File: src/rtl/if_id_buffer.sv
// Fetch-to-decode FWFT buffer holding {pc, instruction} pairs with a valid/ready drain and flush.
// Optional IF_ID_PREDECODE_EN adds per-entry branch/jump flags derived at push time.
module if_id_buffer #(
  parameter int unsigned DEPTH   = 2,
  parameter int unsigned PC_W    = 5,
  parameter int unsigned INSTR_W = 32
) (
  input  logic                       clk,
  input  logic                       counterRst,
  input  logic                       inValid,
  input  logic [PC_W-1:0]            inPc,
  input  logic [INSTR_W-1:0]         inInstr,
  output logic                       inReady,
  input  logic                       flush,
  output logic                       outValid,
  output logic [PC_W-1:0]            outPc,
  output logic [INSTR_W-1:0]         outInstr,
  input  logic                       outReady,
  output logic [$clog2(DEPTH+1)-1:0] count
`ifdef IF_ID_PREDECODE_EN
  ,
  output logic                       outIsBranch,
  output logic                       outIsJump
`endif
);

  localparam int unsigned PTR_W = $clog2(DEPTH);
  localparam int unsigned CNT_W = $clog2(DEPTH + 1);

  logic [PTR_W-1:0]   wrPtr;
  logic [PTR_W-1:0]   rdPtr;
  logic [PC_W-1:0]    pcMem    [DEPTH];
  logic [INSTR_W-1:0] instrMem [DEPTH];
  logic               push;
  logic               pop;

  // Handshake decisions come only from registered occupancy: no push-through when full.
  always_comb begin
    inReady  = (count != CNT_W'(DEPTH));
    outValid = (count != '0);
    push     = inValid & inReady;
    pop      = outValid & outReady;
  end

  always_ff @(posedge clk or posedge counterRst) begin
    if (counterRst) begin
      wrPtr <= '0;
      rdPtr <= '0;
      count <= '0;
    end else if (flush) begin
      wrPtr <= '0;
      rdPtr <= '0;
      count <= '0;
    end else begin
      if (push) wrPtr <= wrPtr + 1'b1;
      if (pop)  rdPtr <= rdPtr + 1'b1;
      case ({push, pop})
        2'b10:   count <= count + CNT_W'(1);
        2'b01:   count <= count - CNT_W'(1);
        default: count <= count;
      endcase
    end
  end

  always_ff @(posedge clk) begin
    if (push && !flush) begin
      pcMem[wrPtr]    <= inPc;
      instrMem[wrPtr] <= inInstr;
    end
  end

  always_comb begin
    outPc    = '0;
    outInstr = '0;
    if (outValid) begin
      outPc    = pcMem[rdPtr];
      outInstr = instrMem[rdPtr];
    end
  end

`ifdef IF_ID_PREDECODE_EN
  logic brMem [DEPTH];
  logic jmMem [DEPTH];
  logic inIsBranch;
  logic inIsJump;

  always_comb begin
    inIsBranch = (inInstr[31:26] == 6'b000100) || (inInstr[31:26] == 6'b000101);
    inIsJump   = (inInstr[31:26] == 6'b000010) || (inInstr[31:26] == 6'b000011);
  end

  always_ff @(posedge clk) begin
    if (push && !flush) begin
      brMem[wrPtr] <= inIsBranch;
      jmMem[wrPtr] <= inIsJump;
    end
  end

  always_comb begin
    outIsBranch = 1'b0;
    outIsJump   = 1'b0;
    if (outValid) begin
      outIsBranch = brMem[rdPtr];
      outIsJump   = jmMem[rdPtr];
    end
  end
`endif

endmodule
File: config.mk
export PLATFORM = sky130hd
export DESIGN_NAME = if_id_buffer
export DESIGN_NICKNAME = d
export VERILOG_FILES = /design/src/rtl/if_id_buffer.sv
export SDC_FILE = /design/constraint.sdc
export NUM_CORES = 1
export LEC_CHECK = 0
export CAP_MARGIN = 30
export CORE_MARGIN = 5
export CORE_UTILIZATION = 40
export CTS_CLUSTER_DIAMETER = 30
export DETAILED_ROUTE_END_ITERATION = 7
export GPL_ROUTABILITY_DRIVEN = 0
export PLACE_DENSITY_LB_ADDON = 0.1
export SLEW_MARGIN = 20
export SYNTH_ARGS = -nofsm -noshare
export SYNTH_HDL_FRONTEND = slang
export SYNTH_SLANG_ARGS = --single-unit
File: constraint.sdc
create_clock -name clk -period 12.2 [get_ports clk]
set_input_delay 2.44 -clock clk [delete_from_list [all_inputs] [get_ports clk]]
set_output_delay 2.44 -clock clk [all_outputs]
set_load 0.005 [all_outputs]
==> results of run 1 <==
-- registers in the layout, indices dropped and copies added (netlist names) --
register  cells
count         2
rdPtr         1
instrMem     64
wrPtr         1
pcMem        10
-- synth_stat cells (all sizes together), types with 2 or more instances --
cell type	instances
a21oi	4
buf	7
dfrtp	4
edfxtp	74
inv	4
mux2i	38
nor2	39
nor3b	2
o21ai	2
-- worst paths after layout --
check / startpoint / to / slack (ns) / cells after the start
hold / removal: wrPtr / wrPtr / 0.60 / 2
min in group asynchronous: counterRst / count[1] / 2.28 / 2
hold reg to reg: wrPtr / wrPtr / 0.60 / 2
setup reg to reg: count[1] / instrMem[0][11] / 10.13 / 5
max in group asynchronous: counterRst / rdPtr / 9.74 / 2
setup / recovery: count[1] / outPc[1] / 7.55 / 3
-- routing by layer --
layer	routed length (um)	GRT usage, %	up-vias
met4	94	6.16	0
met1	2330	14.5	818
met2	2810	19.7	53
met5	0	0	-
met3	392	4.53	8
li1	-	-	852
-- kinds of logic (layout without fill, tap and decap cells) --
logic type / count (synthesis) / after routing / synth area share, %
AO/OA/AOI/OAI: 8 / 8 / 1.49
XOR/XNOR: 1 / 1 / 0.290
buffers and inverters: 12 / 104 / 2.28
flip-flops: 78 / 78 / 76.8
multiplexers: 38 / 38 / 12.6
AND/OR/NAND/NOR: 47 / 47 / 6.58
-- final cells by class --
class                           instances  area [um2]
Timing Repair Buffer                   84         836
Tap cell                               99         124
Clock inverter                          6        86.3
Clock buffer                           10         128
Inverter                                4        15.0
Fill cell                             612        3130
Multi-Input combinational cell         94         651
Sequential cell                        78        2330
-- metrics by stage --
stage / util (%) / power (uW) / worst slack (ns) / hold WS, ns
final: 57.1 / 582 / 7.55 / 0.597
after global routing: 57.1 / 609 / 7.39 / 0.623
after CTS: 57.1 / 591 / 7.48 / 0.607
after detailed placement: 54.2 / 387 / 7.77 / 0.591
after global placement: 54.2 / 387 / 7.71 / 0.568
after floorplan: - / 345 / 6.48 / 0.530
-- worst max-delay path, cell delays in order (launching register included) --
cell	delay, ns
dfrtp_1	0.48
nor2_4	0.73
nor2_1	0.16
clkdlybuf4s50_1	0.49
-- power groups by stage --
| stage | Clock, uW | Sequential [uW] | Combinational (uW) |
|---|---|---|---|
| 4_1_cts | 209 | 313 | 68.3 |
| 6_report | 202 | 313 | 66.4 |
| 5_1_grt | 222 | 314 | 72.8 |
| 3_3_place_gp | 0 | 319 | 68.1 |
| 3_5_place_dp | 0 | 319 | 67.8 |
| 2_1_floorplan | 0 | 313 | 31.8 |
-- placed cells by master (no fill, tap or decap), drive strengths merged, types with 2 or more instances in the layout --
cell | Yosys | final
bufinv | 0 | 2
o21ai | 2 | 2
inv | 4 | 4
dfrtp | 4 | 4
nor3b | 2 | 2
clkinv | 0 | 3
clkdlybuf4s50 | 0 | 82
mux2i | 38 | 38
nor2 | 39 | 39
clkbuf | 1 | 10
edfxtp | 74 | 74
a21oi | 4 | 4
buf | 7 | 2
==> results by group, run 1 <==
STA
  • RSZ-0062 raised after global routing: no
  • Worst-margin pin slew: 0.887 ns
  • Final Cycle Share: 38.1%
  • Slew margin rel.: 40.7%
  • Setup TNS: 0 ns
  • Max Fclk: 215 MHz
  • Final min period: 4.65 ns
  • Setup Viol. Count Final: 0
  • Max Slew Vio Count: 0
  • Final hold viol count: 0
  • Final Skew: 0.00549 ns

Pwr
  • Net switching power figure: 122 uW
  • Net Sw Frac: 20.9%
  • Max VDD drop: 91.4 uV
  • P_int: between 400 and 500 uW
  • Power per cell area: approximately 140 nW/um2
  • Pleak: 0.00138 uW
  • Logic pwr share: between 10% and 20%
  • Clock power frac: between 30% and 40%
  • Reg power frac: 53.8%

Synthesis
  • Sequential fraction of the synthesis area: 76.8%
  • Syn Std Cell Area: 3020 um2
  • Synthesized Nets: 226
  • Synth top area cells: edfxtp_1 73%, mux2i_1 13%, nor2_1 4.8%
  • Top FF cell, synth: edfxtp_1
  • Syn Inst Count: 184
  • Async set-reset flop share out of synthesis: under 10%
  • Number of flops mapped to enable cells by yosys: 74
  • Mean area per synthesized cell: between 15 and 20 um2
  • Synth Register Bits: between 70 and 80
  • Netlist cell types: 22
  • Synthesis warning total: 0
  • Largest area contributor in the netlist: edfxtp_1
  • Synth top area share: about three quarters

Placement
  • Placed wire-length estimate: 3520 um
  • Dpl cell area: 3950 um2
  • IO buf count: 82
  • Post-Place Cells: 359

Detailed routing
  • Post-DRT Antenna Nets: 0
  • Vias: 1731
  • TritonRoute pass-1 iters: 4
  • DRC: 0
  • Vias/cell: 4.62
  • DR iter-0 viols: 25
  • WL final: 5630 um
  • Drt wl/cell: 15.0 um

Global routing
  • Gr usage total: 12.3%
  • Vias in the first global route: ~1.8k
  • Largest net degree at the start of global routing: 39
  • GR Overflow Total: 0
  • Antenna violations before repair: 0
  • First-pass GRT wire length: 9140 um

Floorplan
  • Initial Util: 41.5%
  • Ports: 83
  • Die Span Y: 97.0 um
  • Full die area: 9400 um2
  • Num rows: 31
  • Die W: ~97 um
  • Core area: approximately 7300 um2

Final layout
  • N_diodes: 0
  • Share of layout cells above drive strength 1: 8.33%
  • Post-layout net count: 313
  • Post-route insts no fill: 375
  • Final instance area: 4170 um2
  • Layout area overhead: 37.7%

Outcome
  • Outcome: complete, no violations

CTS
  • CTS buffer count: 9
  • TritonCTS clock tree: yes
  • Clk buf depth: 2
  • H-Tree Depth: 3
  • Clock sinks: 78
  • # Post-CTS Setup Buffers: 0
  • Clk root buf: clkbuf_8
  • Clk_lat worst skew: 0.34 ns
  • CTS clock-pin slew for the worst setup and hold paths: roughly 0.080 ns
  • CTS Hold Bufs: 0
  • Post-cts sizing count: 0

Critical path
  • Setup crit start kind: flip-flop
  • Critical Path RT: 9.76 ns
  • Setup crit end kind: primary output
  • Crit path max fanout: 38
  • Crit path DAT: ~2.2 ns
  • Setup CP Type: reg2out

Job
  • Maxcap violations: 0

Worst hold path
  • Worst min-delay path category: reg2reg
(Power assumes the default switching activity.)
==> run 2, diff against run 1 <==
==> constraint.sdc (replaced) <==
create_clock -name clk -period 4.3 [get_ports clk]
set_input_delay 0.86 -clock clk [delete_from_list [all_inputs] [get_ports clk]]
set_output_delay 0.86 -clock clk [all_outputs]
set_load 0.005 [all_outputs]
==> results by group, run 2 (synthesis results as in run 1) <==
Critical path
  • Crit path max fanout: 24
  • Worst reg-to-reg path cell count: 5
  • Setup crit start kind: flip-flop
  • Setup CP Type: reg2out
  • Crit path DAT: 2.23 ns
  • Flop2flop setup slack: 2.27 ns
  • Crit Reg-Reg Endpoint: instrMem[0][19]
  • Critical Path RT: 3.44 ns
  • Setup crit end kind: primary output
  • Worst R2R Start: count[1]

CTS
  • H-Tree Depth: 3
  • CTS clock-pin slew for the worst setup and hold paths: 0.07 ns
  • CTS Hold Bufs: 0
  • # Post-CTS Setup Buffers: 0
  • TritonCTS clock tree: yes
  • Post-cts sizing count: 0
  • Clk_lat worst skew: 0.33 ns
  • Clk buf depth: 2
  • CTS buffer count: 9
  • Clock sinks: 78
  • Clk root buf: clkbuf_8

Detailed routing
  • DRC: 0
  • Post-DRT Antenna Nets: 0
  • Vias/cell: approximately 4.7
  • Drt wl/cell: 15.0 um
  • Vias: ~1.8k
  • TritonRoute pass-1 iters: 4
  • WL final: 5650 um
  • DR iter-0 viols: 48

Floorplan
  • Initial Util: 41.5%
  • Die W: 97.0 um
  • Die Span Y: 97.0 um
  • Full die area: 9400 um2
  • Ports: between 80 and 90
  • Core area: around 7300 um2
  • Num rows: 31

Global routing
  • GR Overflow Total: 0
  • Gr usage total: 12.4%
  • Largest net degree at the start of global routing: 39
  • Antenna violations before repair: 0
  • First-pass GRT wire length: 9260 um
  • Vias in the first global route: roughly 1.9k

STA
  • Post-route setup slack: roughly 1.2 ns
  • Slew margin rel.: a little over two fifths
  • Final Cycle Share: 71.8%
  • Worst-margin pin slew: 0.858 ns
  • RSZ-0062 raised after global routing: no
  • Final min period: 3.09 ns
  • Final hold viol count: 0
  • Setup Viol. Count Final: 0
  • Setup TNS: 0 ns
  • Max Slew Vio Count: 0
  • Max Fclk: ~320 MHz
  • Final Skew: 0.00767 ns

Final layout
  • Post-route insts no fill: 377
  • N_diodes: 0
  • Largest registers: instrMem x64, pcMem x10, count x2
  • Layout area overhead: 36.2%
  • Commonest non-fill, non-tap cell in the layout: clkdlybuf4s50_1
  • Largest register FFs: 64
  • Most frequent cells in the layout: 82 x clkdlybuf4s50_1, 74 x edfxtp_1, 38 x mux2i_1, 38 x nor2_1, 9 x clkbuf_8
  • Share of layout cells above drive strength 1: 7.91%
  • Post-layout net count: 315
  • Reg with most FFs: instrMem

Placement
  • Placed wire-length estimate: 3780 um
  • IO buf count: just over 80
  • Post-Place Cells: approximately 360
  • DP Worst Slack: 1.51 ns

Outcome
  • Outcome: complete, no violations

Pwr
  • Reg power frac: 58.2%
  • Pleak: 0.00136 uW
  • Clock power frac: 28.8%
  • Power per cell area: approximately 370 nW/um2
  • Max VDD drop: 181 uV
  • Net Sw Frac: 21.5%
  • Logic pwr share: about an eighth
  • Net switching power figure: 326 uW
  • P_int: 1190 uW

Worst hold path
  • Hold path endpoint: wrPtr
  • Worst min-delay path category: reg2reg
  • Min-Delay Path Depth: 2
  • Hold_sp: wrPtr

Job
  • Maxcap violations: 0
-- run 2: cell count changes in the layout (fill, tap and decap cells not counted) --
cell | before | now
clkinvlp_4 | 1 | 0
dfrtp_2 | 0 | 1
bufinv_16 | 2 | 0
dfrtp_4 | 1 | 0
clkbuf_1 | 1 | 4
buf_4 | 2 | 4
clkinv_4 | 1 | 0
clkinv_2 | 2 | 3
-- run 2: critical path, cell delays in order (launching register included) --
cell             delay, ns
dfrtp_2               0.83
buf_4                 0.32
mux2i_1               0.21
nor2_1                0.06
clkdlybuf4s50_1       0.48
-- run 2: final cells by class --
| class | count | area, um2 |
|---|---|---|
| Clock inverter | 3 | 15.0 |
| Fill cell | 618 | 3170 |
| Multi-Input combinational cell | 94 | 651 |
| Timing Repair Buffer | 86 | 851 |
| Tap cell | 99 | 124 |
| Sequential cell | 78 | 2320 |
| Inverter | 4 | 15.0 |
| Clock buffer | 13 | 139 |
-- run 2: worst max-delay path by stage --
| stage | slack (ns) | to | from | cells past startpoint |
|---|---|---|---|---|
| floorplan | 0.16 | instrMem[1][0] | inValid | 2 |
| global placement | 1.53 | outInstr[24] | rdPtr | 4 |
| detailed placement | 1.51 | outInstr[5] | rdPtr | 4 |
| CTS | 1.15 | outInstr[5] | rdPtr | 4 |
| global route | 1.04 | outInstr[5] | rdPtr | 4 |
| finish | 1.21 | outInstr[5] | rdPtr | 4 |
-- run 2: per-layer routing --
| layer | up-vias | part of all wire, % | global-route usage (%) |
|---|---|---|---|
| li1 | 849 | - | - |
| met1 | 837 | 42 | 14.9 |
| met2 | 60 | 49 | 19.9 |
| met3 | 12 | 6.4 | 4.39 |
| met4 | 0 | 2.1 | 6.05 |
| met5 | - | 0 | 0 |
-- run 2: metrics by stage --
| step | total power [uW] | cell area [um2] | hold slack [ns] | util, % |
|---|---|---|---|---|
| 3_3_place_gp | 1100 | 3960 | 0.576 | 54.4 |
| 4_1_cts | 1540 | 4120 | 0.609 | 56.5 |
| 3_5_place_dp | 1100 | 3960 | 0.594 | 54.4 |
| 2_1_floorplan | 979 | 3020 | 0.530 | - |
| 6_report | 1520 | 4120 | 0.605 | 56.5 |
| 5_1_grt | 1580 | 4120 | 0.651 | 56.5 |
-- run 2: power groups by stage --
stage          combinational [uW]  sequential (uW)  clock (uW)
4_1_cts                       203              882         455
6_report                      197              882         437
3_5_place_dp                  201              899           0
2_1_floorplan                90.3              888           0
3_3_place_gp                  199              898           0
5_1_grt                       217              885         483
==> run 3, diff against run 2 <==
==> constraint.sdc (replaced) <==
create_clock -name clk -period 3.23 [get_ports clk]
set_input_delay 0.646 -clock clk [delete_from_list [all_inputs] [get_ports clk]]
set_output_delay 0.646 -clock clk [all_outputs]
set_load 0.005 [all_outputs]
==> results by group, run 3 (synthesis results as in run 1) <==
Critical path
  • Critical Path, Cell by Cell: buf_12 -> mux2i_1 -> nor2_1 -> clkdlybuf4s50_1
  • CP max-delay cell: dfrtp_2
  • Setup CP Type: reg2out
  • Setup crit end kind: primary output
  • Critical path's largest stage delay: 0.64 ns
  • Flop2flop setup slack: 1.29 ns
  • Crit path max fanout: 25
  • Crit path DAT: 2.03 ns
  • Critical Path RT: 2.58 ns
  • Setup crit start kind: flip-flop

CTS
  • # Post-CTS Setup Buffers: 0
  • Clk_lat worst skew: 0.33 ns
  • Clk root buf: clkbuf_8
  • Clock sinks: 78
  • CTS Hold Bufs: 0
  • Clk buf depth: 2
  • CTS buffer count: 9
  • TritonCTS clock tree: yes
  • CTS clock-pin slew for the worst setup and hold paths: 0.07 ns
  • H-Tree Depth: 3
  • Post-cts sizing count: 0

STA
  • Max Slew Vio Count: 0
  • Final Skew: 0.00344 ns
  • Worst-margin pin slew: 0.512 ns
  • Slew margin rel.: 65.8%
  • Post-route setup slack: 0.555 ns
  • Final Cycle Share: 82.8%
  • Setup Viol. Count Final: 0
  • Max Fclk: roughly 370 MHz
  • RSZ-0062 raised after global routing: no
  • Hold Slack: 0.495 ns
  • Final hold viol count: 0
  • Setup TNS: 0 ns
  • Final min period: 2.67 ns

Global routing
  • Gr usage total: 13.1%
  • Antenna violations before repair: 0
  • Vias in the first global route: 1855
  • First-pass GRT wire length: 9640 um
  • GR Overflow Total: 0
  • Largest net degree at the start of global routing: 38

Placement
  • DP Worst Slack: about 0.80 ns
  • Placed wire-length estimate: a little under 4000 um
  • IO buf count: 82

Final layout
  • Commonest non-fill, non-tap cell in the layout: clkdlybuf4s50_1
  • Reg with most FFs: instrMem
  • Layout area overhead: 38.4%
  • Final core occ: a little under three fifths
  • Most frequent cells in the layout: 82 x clkdlybuf4s50_1, 74 x edfxtp_1, 38 x mux2i_1, 38 x nor2_1, 9 x clkbuf_8
  • Largest register FFs: 64
  • N_diodes: 0
  • Post-layout net count: 317
  • Largest registers: instrMem x64, pcMem x10, count x2
  • Share of layout cells above drive strength 1: a little under a tenth

Outcome
  • Outcome: complete, no violations

Floorplan
  • Ports: 83
  • Die W: a little under 100 um
  • Core area: 7290 um2
  • Num rows: 31
  • Full die area: approximately 9400 um2
  • Die Span Y: 97.0 um
  • Initial Util: 41.5%

Detailed routing
  • WL final: between 5000 and 6000 um
  • Post-DRT Antenna Nets: 0
  • DR iter-0 viols: 65
  • TritonRoute pass-1 iters: 4
  • Vias: 1755
  • Vias/cell: 4.63
  • DRC: 0
  • Drt wl/cell: 15.1 um

Worst hold path
  • Worst min-delay path category: in2async

Pwr
  • Pleak: 0.00140 uW
  • Max VDD drop: 300 uV
  • Power per cell area: 507 nW/um2

Job
  • Maxcap violations: 0
run 3: cell types whose count changed in the layout (fill, tap and decap cells not counted), sizes merged:
| cell | before | now |
|---|---|---|
| buf | 4 | 6 |
| bufinv | 0 | 1 |
| clkbuf | 13 | 11 |
| clkinv | 3 | 4 |
run 3: path summary, 6_finish.rpt:
check,cells after the start,from,end
setup / recovery,4,rdPtr,outInstr[27]
hold / removal,2,counterRst,count[0]
setup reg to reg,5,count[1],instrMem[1][23]
hold reg to reg,2,wrPtr,wrPtr
max in group asynchronous,2,counterRst,rdPtr
min in group clk,2,wrPtr,wrPtr
run 3: worst max-delay path, delay by kind of cell, from the launching register on:
kind	cells	cell delay (ns)
buffers and inverters	2	0.81
DFF	1	0.64
and+or+nand+nor	1	0.14
muxes	1	0.10
run 3: power by group:
part	internal [uW]	switching, uW	total (uW)
Sequential	1150	20.5	1170
Clock	352	322	674
Combinational	164	113	277
run 3: cell type report:
| type | count | area (um2) |
|---|---|---|
| flip-flops and latches | 78 | 2320 |
| fillers | 603 | 3110 |
| clock buffers | 11 | 131 |
| inverters | 4 | 15.0 |
| multi-input cells | 94 | 663 |
| repair buffers | 88 | 878 |
| clock inverters | 5 | 50.0 |
| well taps | 99 | 124 |
run 3: routing by layer:
metal	wire length, um	track usage, %
met1	2460	16.0
met2	2900	21.3
met3	320	3.96
met4	51	6.48
met5	0	0
run 3: metrics by stage:
step           area, um2  instances  power [uW]
2_1_floorplan       3030        184        1300
3_3_place_gp        4000        363        1470
3_5_place_dp        4000        363        1470
4_1_cts             4190        379        2150
5_1_grt             4190        379        2210
6_report            4190        379        2120
